$ cat config.mk
export PLATFORM = sky130hd
export DESIGN_NAME = clock_bringup_sequencer
export DESIGN_NICKNAME = d
export VERILOG_FILES = /design/src/rtl/clock_bringup_pkg.sv /design/src/rtl/bit_synchronizer.sv /design/src/rtl/clock_bringup_sequencer.sv
export SDC_FILE = /design/constraint.sdc
export NUM_CORES = 1
export LEC_CHECK = 0
export ABC_AREA = 1
export BUFFER_PORTS_ARGS = -buffer_cell sky130_fd_sc_hd__buf_2
export CORE_MARGIN = 2
export CORE_UTILIZATION = 58
export DETAILED_ROUTE_END_ITERATION = 7
export GPL_TIMING_DRIVEN = 0
export PLACE_DENSITY = 0.9
export REMOVE_ABC_BUFFERS = 1
export SLEW_MARGIN = 10
export SYNTH_ARGS = -nofsm -noshare
export SYNTH_HDL_FRONTEND = slang
export SYNTH_SLANG_ARGS = --single-unit
export TNS_END_PERCENT = 100
$ cat constraint.sdc
create_clock -name clk -period 2.17 [get_ports clk]
set_input_delay 0.1085 -clock clk [delete_from_list [all_inputs] [get_ports clk]]
set_output_delay 0.1085 -clock clk [all_outputs]
set_load 0.005 [all_outputs]
$ cat src/rtl/clock_bringup_pkg.sv
// Shared types and helpers for the clock bring-up sequencer.
package clock_bringup_pkg;

  localparam int unsigned BRINGUP_STATE_W = 3;

  typedef enum logic [BRINGUP_STATE_W-1:0] {
    ST_RESET      = 3'd0,
    ST_WAIT_LOCK  = 3'd1,
    ST_STABLE     = 3'd2,
    ST_IDELAY_RST = 3'd3,
    ST_WAIT_RDY   = 3'd4,
    ST_RUN        = 3'd5,
    ST_FAULT      = 3'd6
  } bringup_state_t;

  // Bits needed to count 0..limit-1; never narrower than one bit.
  function automatic int unsigned cnt_width(input int unsigned limit);
    return (limit < 2) ? 1 : $clog2(limit);
  endfunction

endpackage

$ cat src/rtl/bit_synchronizer.sv
// Generic two-flop synchronizer for asynchronous level inputs.
module bit_synchronizer #(
  parameter int unsigned WIDTH = 1
) (
  input  logic             clk,
  input  logic             reset,
  input  logic [WIDTH-1:0] d,
  output logic [WIDTH-1:0] q
);

  (* ASYNC_REG = "TRUE" *) logic [WIDTH-1:0] meta;
  (* ASYNC_REG = "TRUE" *) logic [WIDTH-1:0] sync;

  always_ff @(posedge clk) begin
    if (reset) begin
      meta <= '0;
      sync <= '0;
    end else begin
      meta <= d;
      sync <= meta;
    end
  end

  assign q = sync;

endmodule

$ cat src/rtl/clock_bringup_sequencer.sv
// Releases IDELAYCTRL reset and system reset in order once both PLLs are locked,
// re-sequencing on lock loss and latching a fault after repeated calibration failures.
module clock_bringup_sequencer
  import clock_bringup_pkg::*;
#(
  parameter int unsigned LOCK_HOLD_CYCLES  = 1024,
  parameter int unsigned IDELAY_RST_CYCLES = 16,
  parameter int unsigned RDY_TIMEOUT       = 4096,
  parameter int unsigned MAX_RETRIES       = 3,
  parameter int unsigned LOSS_CNT_WIDTH    = 8
) (
  input  logic                       clk,
  input  logic                       reset,
  input  logic [1:0]                 pll_lock,
  input  logic                       idelayctrl_rdy,
  input  logic                       fault_clear,
  output logic                       sys_rst,
  output logic                       idelay_rst,
  output logic                       clocks_ready,
  output logic                       fault,
  output logic [BRINGUP_STATE_W-1:0] state_dbg,
  output logic [LOSS_CNT_WIDTH-1:0]  lock_loss_count,
  output logic [1:0]                 retry_count
);

  localparam int unsigned HOLD_W    = cnt_width(LOCK_HOLD_CYCLES);
  localparam int unsigned PULSE_W   = cnt_width(IDELAY_RST_CYCLES);
  localparam int unsigned TIMEOUT_W = cnt_width(RDY_TIMEOUT);

  logic [2:0] sync_q;
  logic       lock_ok;
  logic       rdy_s;

  bit_synchronizer #(.WIDTH(3)) u_sync (
    .clk   (clk),
    .reset (reset),
    .d     ({idelayctrl_rdy, pll_lock}),
    .q     (sync_q)
  );

  assign lock_ok = &sync_q[1:0];
  assign rdy_s   = sync_q[2];

  bringup_state_t           state;
  bringup_state_t           state_nxt;
  logic [HOLD_W-1:0]        hold_cnt;
  logic [PULSE_W-1:0]       pulse_cnt;
  logic [TIMEOUT_W-1:0]     timeout_cnt;

  logic hold_done;
  logic pulse_done;
  logic timeout_done;
  logic last_retry;
  logic lock_lost;
  logic retry_fire;

  assign hold_done    = (hold_cnt == HOLD_W'(LOCK_HOLD_CYCLES - 1));
  assign pulse_done   = (pulse_cnt == PULSE_W'(IDELAY_RST_CYCLES - 1));
  assign timeout_done = (timeout_cnt == TIMEOUT_W'(RDY_TIMEOUT - 1));
  assign last_retry   = (retry_count == 2'(MAX_RETRIES - 1));

  // Lock is only monitored once sequencing has started; FAULT ignores it.
  assign lock_lost  = !lock_ok && (state inside {ST_STABLE, ST_IDELAY_RST, ST_WAIT_RDY, ST_RUN});
  assign retry_fire = !rdy_s && (((state == ST_WAIT_RDY) && timeout_done) || (state == ST_RUN));

  // Next-state selection; later assignments carry higher priority.
  always_comb begin
    state_nxt = state;
    case (state)
      ST_RESET:      state_nxt = ST_WAIT_LOCK;
      ST_WAIT_LOCK:  if (lock_ok) state_nxt = ST_STABLE;
      ST_STABLE:     if (hold_done) state_nxt = ST_IDELAY_RST;
      ST_IDELAY_RST: if (pulse_done) state_nxt = ST_WAIT_RDY;
      ST_WAIT_RDY:   if (rdy_s) state_nxt = ST_RUN;
      ST_RUN:        state_nxt = ST_RUN;
      ST_FAULT:      if (fault_clear) state_nxt = ST_WAIT_LOCK;
      default:       state_nxt = ST_RESET;
    endcase
    if (retry_fire) state_nxt = last_retry ? ST_FAULT : ST_IDELAY_RST;
    if (lock_lost)  state_nxt = ST_WAIT_LOCK;
  end

  // State, counters and outputs all update on the same edge.
  always_ff @(posedge clk) begin
    if (reset) begin
      state           <= ST_RESET;
      hold_cnt        <= '0;
      pulse_cnt       <= '0;
      timeout_cnt     <= '0;
      retry_count     <= '0;
      lock_loss_count <= '0;
      sys_rst         <= 1'b1;
      idelay_rst      <= 1'b1;
      clocks_ready    <= 1'b0;
      fault           <= 1'b0;
    end else begin
      state <= state_nxt;

      hold_cnt    <= ((state == ST_STABLE) && (state_nxt == ST_STABLE))
                     ? hold_cnt + HOLD_W'(1) : '0;
      pulse_cnt   <= ((state == ST_IDELAY_RST) && (state_nxt == ST_IDELAY_RST))
                     ? pulse_cnt + PULSE_W'(1) : '0;
      timeout_cnt <= ((state == ST_WAIT_RDY) && (state_nxt == ST_WAIT_RDY))
                     ? timeout_cnt + TIMEOUT_W'(1) : '0;

      if (state_nxt == ST_WAIT_LOCK) begin
        retry_count <= '0;
      end else if (retry_fire && !last_retry) begin
        retry_count <= retry_count + 2'd1;
      end

      if (lock_lost && (lock_loss_count != '1)) begin
        lock_loss_count <= lock_loss_count + LOSS_CNT_WIDTH'(1);
      end

      sys_rst      <= (state_nxt != ST_RUN);
      idelay_rst   <= !(state_nxt inside {ST_WAIT_RDY, ST_RUN});
      clocks_ready <= (state_nxt == ST_RUN);
      fault        <= (state_nxt == ST_FAULT);
    end
  end

  assign state_dbg = state;

endmodule

---- Word level (Yosys, flattened, before mapping) ----
Index checks and enable logic that the tools add are counted.
word-level totals
  bits in registers ....................... 49
  input port bits ......................... 6
  output and inout bits ................... 17
operators by class
  add/sub/neg operators ................... 5
  equal/unequal tests ..................... 18
  muxes and demuxes ....................... 9
  bitwise operators ....................... 3
  reductions and logical operators ........ 21
operators with widths
  kind                                            number
  2-to-1 mux 3 bit                                8
  case mux 3 bit (7 select lines)                 1
  == test 3 bit (second input constant)           6
  adder 12 x 1 -> 12 bit (second input constant)  1
  == test 12 bit (second input constant)          1
  == test 3 x 2 -> 1 bit (second input constant)  4
  adder 10 x 1 -> 10 bit (second input constant)  1
  == test 10 bit (second input constant)          1
  adder 8 x 1 -> 8 bit (second input constant)    1
  logical AND 1 bit                               8
  inequality test 8 bit (second input constant)   1
  OR reduction 2 bit                              4
  == test 3 x 1 -> 1 bit (second input constant)  2
  adder 4 x 1 -> 4 bit (second input constant)    1
  == test 4 bit (second input constant)           1
  logical NOT 1 bit                               4
  nonzero test 4 bit                              1
  logical NOT 3 bit                               1
  inequality test 3 bit (second input constant)   1
  inverter 1 bit                                  3
  adder 2 x 1 -> 2 bit (second input constant)    1
  == test 2 bit (second input constant)           1
  AND reduction 2 bit                             1
  nonzero test 2 bit                              1
  logical OR 1 bit                                1

---- Longest topological paths before layout ----
Gate-level depths: netlist of the first run.
  word-level depth ........................ 10
  gate-level depth with buffers ........... 11
  gate-level depth less buffers ........... 11

---- Hierarchy ----
Synthesis of the first run repeated with hierarchy kept, for this count alone.
unflattened totals
  cell total of the unflattened synthesis .. 271
  area, all modules ....................... 2,189.6 sq um
by module, submodules not included
  module                   times used  cells an instance  area an instance (sq um)
  clock_bringup_sequencer  1           253                2,024.4
  bit_synchronizer         1           18                 165.2

---- Worst setup path before layout of the first run ----
OpenSTA, ideal clock, no wires.
  kind .................................... register to register
  from .................................... register timeout_cnt[0]
  to ...................................... register timeout_cnt[4]
  arrival time ............................ 1.518 ns
  slack ................................... 0.534 ns
  cell stages (with the launch flop) ...... 12
  path buffers ............................ 1
  cells stage by stage .................... dfxtp_1 ha_1 nand2_1 nor2_4 nand3_2 o21bai_2 nand2_1 nand2_2 nand2_4 nand2_2 buf_6 nor3_2
on the way
  longest elaborated chain between the ends .. 10
ends and longest elaborated chain
  what                                 RTL line                        RTL
  start: declaration                   clock_bringup_sequencer.sv:48   logic [TIMEOUT_W-1:0] timeout_cnt;
  start signal: assignment             clock_bringup_sequencer.sv:103  timeout_cnt <= ((state == ST_WAIT_RDY) && (state_nxt == ST_WAIT_RDY))
  == test 12 bit                       clock_bringup_sequencer.sv:59   assign timeout_done = (timeout_cnt == TIMEOUT_W'(RDY_TIMEOUT - 1));
  logical AND 1 bit                    clock_bringup_sequencer.sv:64   assign retry_fire = !rdy_s && (((state == ST_WAIT_RDY) && timeout_done) || (state == ST_RUN));
  logical OR 1 bit                     clock_bringup_sequencer.sv:64
  logical AND 1 bit                    clock_bringup_sequencer.sv:64
  2-to-1 mux 3 bit                     clock_bringup_sequencer.sv:79   if (retry_fire) state_nxt = last_retry ? ST_FAULT : ST_IDELAY_RST;
  2-to-1 mux 3 bit                     clock_bringup_sequencer.sv:80   if (lock_lost) state_nxt = ST_WAIT_LOCK;
  == test 3 bit                        clock_bringup_sequencer.sv:103
  logical AND 1 bit                    clock_bringup_sequencer.sv:103
  inverter 1 bit (no source line)      -
  OR reduction 2 bit (no source line)  -
Parallel ways exist; a longest one is shown, timed or not.
A chain may end at the register's enable or synchronous reset.

---- Final worst setup path of the first run ----
  from .................................... register timeout_cnt[0]
  to ...................................... register timeout_cnt[11]
Same word-level chain as after synthesis.

==> results.json, run 1 <==
{
  "outcome": "finished, final reports clean",
  "dp_slack_ns": 0.281,
  "p_leak_nw": 1.00,
  "num_vias": 1735,
  "critPathTopFamily": "simple AND/OR/NAND/NOR gates",
  "track_usage": 0.211,
  "crit_path_top_delay_cell": "dfxtp_1",
  "drive_above_1_share": 0.217,
  "cts_tree": "done",
  "finalWirelength_mm": 3.83,
  "finalSetupViolCount": 0,
  "final_area_um2": 2520,
  "critical_path_buf_inv_count": 0,
  "cp_max_fo": 12,
  "final_common_cell": "dfxtp_1",
  "first_global_vias": 1726,
  "yosysSeqAreaShare": 0.433,
  "ir_drop_v": 0.000419,
  "avgRoutedWirePerCell_um": 11.0,
  "grt_first_pass_wirelength_mm": 7.08,
  "initial_core_util": 0.610,
  "ant_nets": 0,
  "die_h_um": 66.5,
  "place_inst": 337,
  "drv_slew": 0,
  "drt_pass1_iterations": 4,
  "crit_path_start": "timeout_cnt[0]$_SDFF_PP0_",
  "routed_via_density": 4.99,
  "period_needed_ns": 1.93,
  "worstPathArrival_ns": 2.11,
  "synth_ff_type": "dfxtp_1",
  "r2r-start": "timeout_cnt[0]$_SDFF_PP0_",
  "htreeDepth": 2,
  "r2r_cells": 10,
  "cts_resized": 0,
  "crit_cells": 10,
  "slew-limit-headroom": 0.754,
  "r2r_slack_ns": 0.24,
  "layout_common_cells": "49 x dfxtp_1, 40 x nor2_1, 39 x nand2_1, 34 x inv_1, 22 x buf_2",
  "grt_max_degree": 16,
  "syn_to_final_growth_pct": 11.4,
  "cts.sinks": 49,
  "post-route-util": 0.679,
  "hold_viol": 0,
  "endpoint_kind": "flop",
  "fmax_mhz": 519,
  "avgSynthCellArea_um2": 8.36,
  "placed_area_um2": 2400,
  "power_density_nw_per_um2": 601,
  "cts_root_buffer": "clkbuf_8",
  "max_cap_viol_count": 0,
  "critical_path_class": "flop to flop",
  "crit_path_end": "timeout_cnt[11]$_SDFF_PP0_",
  "cp-start-kind": "flop",
  "clk_pin_slew_worst_paths_ns": 0.09,
  "drt_iter0_drc": 78,
  "crit_chain": "ha_1 > nand2_1 > nor2_4 > nand3_2 > o21bai_2 > nand2_1 > nand2_2 > nand2_4 > nand2_2 > nor3_2",
  "drc": 0,
  "numCtsBuffers": 5,
  "worstMarginPinSlew_ns": 0.368,
  "max_stage_delay_ns": 0.39,
  "synth_warnings": 0,
  "rows": 22,
  "dieArea_um2": 4420,
  "fin_crit_sh": 0.888,
  "r2r-end": "timeout_cnt[11]$_SDFF_PP0_",
  "place.gp.congestion": 0.872,
  "hpwl_mm": 2.88,
  "diodes": 0,
  "holdWs_ns": 0.152,
  "antenna_found_initial": 0,
  "worst_slack_ns": 0.243,
  "hold_depth": 2,
  "async_reset_ff_frac": 0,
  "finalPower_mw": 1.52,
  "hp-class": "primary input to flop",
  "rsz0062_at_grt": "no",
  "insertion_delay_ns": 0.31,
  "synth_edf_count": 0,
  "crit_required_ns": 2.35,
  "netlist_area_um2": 2270,
  "nFillCells": 288,
  "synth_cell_types": 34,
  "final_cells": 348,
  "core_area_um2": 3720,
  "numPortBuffers": 22,
  "finalSetupTns_ns": 0,
  "layout.nets": 310,
  "cts_buffer_depth": 2,
  "skew_ns": 0.0122,
  "die_w_um": 66.5,
  "io_pins": 23,
  "postSynthCellCount": 271,
  "synth_seq_cells": 49,
  "grt_overflow_total": 0
}
cell families after synthesis:
kind of cell | share of synthesized area
DFF | 0.433
and+or+nand+nor | 0.316
adders and majority gates | 0.0276
AOI/OAI and AO/OA | 0.0514
buffers and inverters | 0.0872
xor gates and xnor gates | 0.0850
area by class of cell:
type | count | area (um2) | area share
clock buffer | 6 | 82.6 | 0.0327
clock inverter | 2 | 13.8 | 0.00545
inverter | 41 | 160 | 0.0634
multi-input combinational | 177 | 1090 | 0.431
sequential | 49 | 981 | 0.389
tap | 48 | 60.1 | 0.0238
timing repair buffer | 25 | 140 | 0.0555
registers in the layout, summed over array words and instances (netlist names):
register / cells
pulse_cnt: 4
idelay_rst: 1
hold_cnt: 10
fault: 1
u_sync.meta: 3
sys_rst: 1
state_dbg: 3
u_sync.q: 3
retry_count: 2
clocks_ready: 1
timeout_cnt: 12
lock_loss_count: 8
worst min path at each step:
stage	from	to
after floorplan	reset	lock_loss_count[7]$_SDFFE_PP0P_
after global placement	pll_lock[0]	u_sync.meta[0]$_SDFF_PP0_
after detailed placement	idelayctrl_rdy	u_sync.meta[2]$_SDFF_PP0_
after CTS	reset	u_sync.meta[2]$_SDFF_PP0_
after global routing	reset	u_sync.meta[2]$_SDFF_PP0_
final	reset	u_sync.meta[2]$_SDFF_PP0_
Yosys cell counts (2+ instances only):
| cell type | count | area share |
|---|---|---|
| xnor2_1 | 8 | 0.031 |
| nand2_1 | 39 | 0.065 |
| nor3_2 | 12 | 0.053 |
| o21ai_0 | 4 | 0.0088 |
| a21oi_1 | 6 | 0.013 |
| dfxtp_1 | 49 | 0.43 |
| nand4_1 | 7 | 0.019 |
| nand3_2 | 4 | 0.018 |
| nor2_2 | 2 | 0.0055 |
| ha_1 | 5 | 0.028 |
| nor2_1 | 40 | 0.066 |
| inv_1 | 34 | 0.056 |
| xor2_1 | 14 | 0.054 |
| nor3_1 | 3 | 0.0066 |
| nor2_4 | 2 | 0.0099 |
| o21ai_1 | 4 | 0.0088 |
| nand3_1 | 15 | 0.033 |
| inv_2 | 4 | 0.0066 |
| buf_6 | 3 | 0.015 |
| nand2_2 | 2 | 0.0055 |
per-layer routing:
metal	global-route usage	vias to the layer above	share of wire
met1	0.236	780	0.44
met5	0	-	0
li1	-	913	-
met3	0.0591	6	0.041
met2	0.369	36	0.50
met4	0.0969	0	0.018
power breakdown:
part           internal, mW  total (mW)  switching, mW
combinational        0.0197      0.0497         0.0300
sequential            0.906       0.912        0.00604
clock                 0.258       0.556          0.298
total                  1.18        1.52          0.334
timing repair:
item,4_1_cts,5_1_grt
hold buffers,3,0
hold endpoints to repair,3,0
setup buffers,0,0
Power figures use the tool's default switching activity.
==> run 2: changes to the inputs <==
--- a/config.mk
+++ b/config.mk
@@ -12,6 +12,7 @@
 export DETAILED_ROUTE_END_ITERATION = 7
 export GPL_TIMING_DRIVEN = 0
 export PLACE_DENSITY = 0.9
+export RECOVER_POWER = 100
 export REMOVE_ABC_BUFFERS = 1
 export SLEW_MARGIN = 10
 export SYNTH_ARGS = -nofsm -noshare
==> results.json, run 2 (synthesis gave the netlist of run 1 again) <==
{
  "syn_to_final_growth_pct": 5.80,
  "cp_max_fo": 12,
  "largest_reg_flops": 12,
  "insertion_delay_ns": 0.31,
  "diodes": 0,
  "worstHoldStart": "reset",
  "hpwl_mm": 2.88,
  "layout_common_cells": "49 x dfxtp_1, 42 x nor2_1, 40 x nand2_1, 35 x inv_1, 18 x nand3_1",
  "finalSetupViolCount": 0,
  "clk_pin_slew_worst_paths_ns": 0.09,
  "post-cts-setup-buffer-count": 0,
  "min_to": "u_sync.meta[2]$_SDFF_PP0_",
  "crit_path_start": "timeout_cnt[0]$_SDFF_PP0_",
  "layout.nets": 310,
  "endpoint_kind": "flop",
  "worstPathArrival_ns": 2.11,
  "r2r-start": "timeout_cnt[0]$_SDFF_PP0_",
  "max_flop_register": "timeout_cnt",
  "max_cap_viol_count": 0,
  "avgRoutedWirePerCell_um": 11.2,
  "htreeDepth": 2,
  "power_density_nw_per_um2": 634,
  "p_leak_nw": 0.935,
  "first_global_vias": 1726,
  "grt_first_pass_wirelength_mm": 7.08,
  "largest_registers": "timeout_cnt: 12 flops, hold_cnt: 10 flops, lock_loss_count: 8 flops",
  "cts_resized": 0,
  "initial_core_util": 0.610,
  "drc": 0,
  "r2r_slack_ns": 0.25,
  "cp-start-kind": "flop",
  "critical_path_class": "flop to flop",
  "drt_pass1_iterations": 4,
  "ir_drop_v": 0.000449,
  "hold_viol": 0,
  "hp-class": "primary input to flop",
  "grt_max_degree": 16,
  "die_w_um": 66.5,
  "grt_overflow_total": 0,
  "drt_iter0_drc": 81,
  "finalWirelength_mm": 3.90,
  "ant_nets": 0,
  "cts_tree": "done",
  "cts_buffer_depth": 2,
  "finalPower_mw": 1.52,
  "r2r_cells": 10,
  "rows": 22,
  "post-route-util": 0.645,
  "routed_via_density": 5.01,
  "fin_crit_sh": 0.885,
  "worstMarginPinSlew_ns": 0.515,
  "track_usage": 0.211,
  "numPortBuffers": 22,
  "rsz0062_at_grt": "no",
  "final_common_cell": "dfxtp_1",
  "period_needed_ns": 1.92,
  "dieArea_um2": 4420,
  "crit_required_ns": 2.36,
  "numCtsBuffers": 5,
  "ctsHoldBuffers": 3,
  "fmax_mhz": 521,
  "finalSetupTns_ns": 0,
  "hold_depth": 2,
  "slew-limit-headroom": 0.656,
  "cts_root_buffer": "clkbuf_8",
  "nFillCells": 315,
  "outcome": "finished, final reports clean",
  "place.gp.congestion": 0.872,
  "drive_above_1_share": 0.113,
  "skew_ns": 0.0117,
  "antenna_found_initial": 0,
  "io_pins": 23,
  "core_area_um2": 3720,
  "drv_slew": 0,
  "die_h_um": 66.5,
  "r2r-end": "timeout_cnt[7]$_SDFF_PP0_",
  "num_vias": 1745,
  "cts.sinks": 49
}
-- run 2: final cells by class --
cell class	instances	area (um2)	share of cell area
flip-flops and latches	49	981	0.409
clock inverters	2	13.8	0.00574
multi-input cells	177	975	0.407
inverters	41	159	0.0663
clock buffers	6	82.6	0.0344
repair buffers	25	126	0.0527
well taps	48	60.1	0.0251
-- run 2: worst max path at each step --
stage                                            end  slack, ns  depth (start not counted)
final                      timeout_cnt[7]$_SDFF_PP0_       0.25                         10
after global routing      timeout_cnt[11]$_SDFF_PP0_       0.08                         10
after CTS                 timeout_cnt[11]$_SDFF_PP0_       0.24                         10
after detailed placement   timeout_cnt[9]$_SDFF_PP0_       0.28                         10
after global placement     timeout_cnt[2]$_SDFF_PP0_       0.36                         10
after floorplan           timeout_cnt[10]$_SDFF_PP0_       0.51                         10
-- run 2: worst max-delay path, cell delays in order (launching register included) --
cell      delay [ns]
dfxtp_1         0.38
ha_1            0.20
nand2_1         0.12
nor2_4          0.15
nand3_2         0.12
o21bai_2        0.15
nand3_1         0.21
nand2_1         0.13
inv_2           0.05
nand3_2         0.21
nor3_1          0.09
-- run 2: per-layer routing --
metal | vias to the layer above | GRT usage | wire length [um]
li1 | 911 | - | -
met1 | 796 | 0.236 | 1750
met2 | 32 | 0.369 | 1920
met3 | 6 | 0.0591 | 162
met4 | 0 | 0.0969 | 68
met5 | - | 0 | 0
-- run 2: power breakdown --
part / total, mW / switching (mW) / internal [mW]
Combinational: 0.0460 / 0.0280 / 0.0180
Clock: 0.561 / 0.303 / 0.259
Sequential: 0.912 / 0.00610 / 0.906
Total: 1.52 / 0.337 / 1.18
-- run 2: stage by stage --
step	hold WS, ns	instances	worst slack, ns	cell area [um2]
2_1_floorplan	0.178	267	0.509	2230
3_3_place_gp	0.312	337	0.362	2400
3_5_place_dp	0.317	337	0.281	2400
4_1_cts	0.143	348	0.239	2520
5_1_grt	0.157	348	0.0816	2400
6_report	0.139	348	0.250	2400
==> run 3: changes to the inputs <==
--- a/config.mk
+++ b/config.mk
@@ -11,7 +11,7 @@
 export CORE_UTILIZATION = 58
 export DETAILED_ROUTE_END_ITERATION = 7
 export GPL_TIMING_DRIVEN = 0
-export PLACE_DENSITY = 0.9
+export PLACE_DENSITY = 0.88
 export RECOVER_POWER = 100
 export REMOVE_ABC_BUFFERS = 1
 export SLEW_MARGIN = 10
==> results.json, run 3 (synthesis gave the netlist of run 1 again) <==
{
  "p_int_mw": 1.13,
  "drt_pass1_iterations": 4,
  "post-route-util": 0.638,
  "cp_max_fo": 10,
  "r2r-start": "timeout_cnt[0]$_SDFF_PP0_",
  "io_pins": 23,
  "diodes": 0,
  "numPortBuffers": 22,
  "worstMarginPinSlew_ns": 0.555,
  "ant_nets": 0,
  "endpoint_kind": "flop",
  "slew-limit-headroom": 0.630,
  "numCtsBuffers": 5,
  "first_global_vias": 1580,
  "syn_to_final_growth_pct": 4.58,
  "die_w_um": 66.5,
  "finalSetupTns_ns": 0,
  "hp-class": "primary input to flop",
  "cts_resized": 0,
  "layout_common_cells": "49 x dfxtp_1, 41 x nor2_1, 40 x nand2_1, 37 x inv_1, 17 x nand3_1",
  "place.gp.congestion": 0.859,
  "clkPwrFrac": 0.335,
  "crit_required_ns": 2.35,
  "switching_share": 0.211,
  "final_area_um2": 2370,
  "max_flop_register": "timeout_cnt",
  "p_sw_mw": 0.302,
  "cts_buffer_depth": 2,
  "crit_path_start": "timeout_cnt[0]$_SDFF_PP0_",
  "clk_pin_slew_worst_paths_ns": 0.08,
  "ir_drop_v": 0.000388,
  "period_needed_ns": 1.86,
  "pwr-share-comb": 0.029,
  "avgRoutedWirePerCell_um": 11.0,
  "drt_iter0_drc": 86,
  "largest_registers": "timeout_cnt: 12 flops, hold_cnt: 10 flops, lock_loss_count: 8 flops",
  "rsz0062_at_grt": "no",
  "layout.nets": 307,
  "p_leak_nw": 0.909,
  "track_usage": 0.196,
  "fin_crit_sh": 0.856,
  "insertion_delay_ns": 0.30,
  "drive_above_1_share": 0.105,
  "post-cts-setup-buffer-count": 0,
  "max_cap_viol_count": 0,
  "outcome": "finished, final reports clean",
  "finalSetupViolCount": 0,
  "antenna_found_initial": 0,
  "drc": 0,
  "initial_core_util": 0.610,
  "worstPathArrival_ns": 2.04,
  "grt_max_degree": 14,
  "dieArea_um2": 4420,
  "largest_reg_flops": 12,
  "placed_area_um2": 2400,
  "power_density_nw_per_um2": 606,
  "final_common_cell": "dfxtp_1",
  "worst_slack_ns": 0.312,
  "hpwl_mm": 2.88,
  "skew_ns": 0.0123,
  "hold_viol": 0,
  "num_vias": 1711,
  "seqPwrFrac": 0.636,
  "dp_slack_ns": 0.293,
  "critical_path_class": "flop to flop",
  "htreeDepth": 2,
  "cts_root_buffer": "clkbuf_8",
  "cts_tree": "done",
  "rows": 22,
  "drv_slew": 0,
  "grt_first_pass_wirelength_mm": 6.57,
  "cts.sinks": 49,
  "holdWs_ns": 0.00904,
  "routed_via_density": 4.99,
  "fmax_mhz": 538,
  "ctsHoldBuffers": 0,
  "grt_overflow_total": 0,
  "core_area_um2": 3720,
  "finalWirelength_mm": 3.79,
  "cp-start-kind": "flop",
  "worstHoldStart": "idelayctrl_rdy",
  "die_h_um": 66.5
}
-- run 3: changes by cell type in the layout (fill, tap and decap cells not counted), sizes merged --
cell	previous run	this run
clkbuf	17	18
buf	11	9
dlygate4sd3	3	0
inv	40	39
-- run 3: final cells by class --
cell class,instances,area (um2)
inverters,41,160
multi-input cells,177,1000
repair buffers,22,93.8
clock inverters,1,5.00
well taps,48,60.1
clock buffers,5,68.8
flip-flops and latches,49,981
fillers,333,1350
-- run 3: power by group through the flow --
stage | logic (mW) | clock network, mW | registers, mW
CTS | 0.0452 | 0.492 | 0.912
global route | 0.0488 | 0.529 | 0.913
detailed placement | 0.0451 | 0 | 0.933
floorplan | 0.0292 | 0 | 0.932
global placement | 0.0439 | 0 | 0.933
finish | 0.0422 | 0.481 | 0.912
-- run 3: stage by stage --
stage / cells / power (mW)
detailed placement: 337 / 0.978
global route: 343 / 1.49
CTS: 343 / 1.45
floorplan: 267 / 0.961
global placement: 337 / 0.977
finish: 343 / 1.44
-- run 3: routing by layer --
metal	wire [um]	vias up	track usage	share of wire
met1	1710	770	0.221	0.45
li1	-	904	-	-
met4	63	0	0.0842	0.017
met2	1860	32	0.339	0.49
met3	151	5	0.0625	0.040
met5	0	-	0	0
-- run 3: worst paths after layout --
path                                    end  slack (ns)  cells after the start
hold / removal    u_sync.meta[2]$_SDFF_PP0_       0.009                      3
setup reg to reg     hold_cnt[0]$_SDFF_PP0_        0.31                     10
setup / recovery     hold_cnt[0]$_SDFF_PP0_        0.31                     10
hold reg to reg      u_sync.q[1]$_SDFF_PP0_        0.40                      2
-- run 3: worst max-delay path, cell delays in order, from the launching register on --
cell	delay (ns)
dfxtp_1	0.38
ha_1	0.20
nand2_1	0.11
nor2_4	0.13
nand3_2	0.11
o21bai_2	0.15
nand3_1	0.21
nand2_1	0.11
inv_1	0.08
nand4_2	0.19
nor2_1	0.07
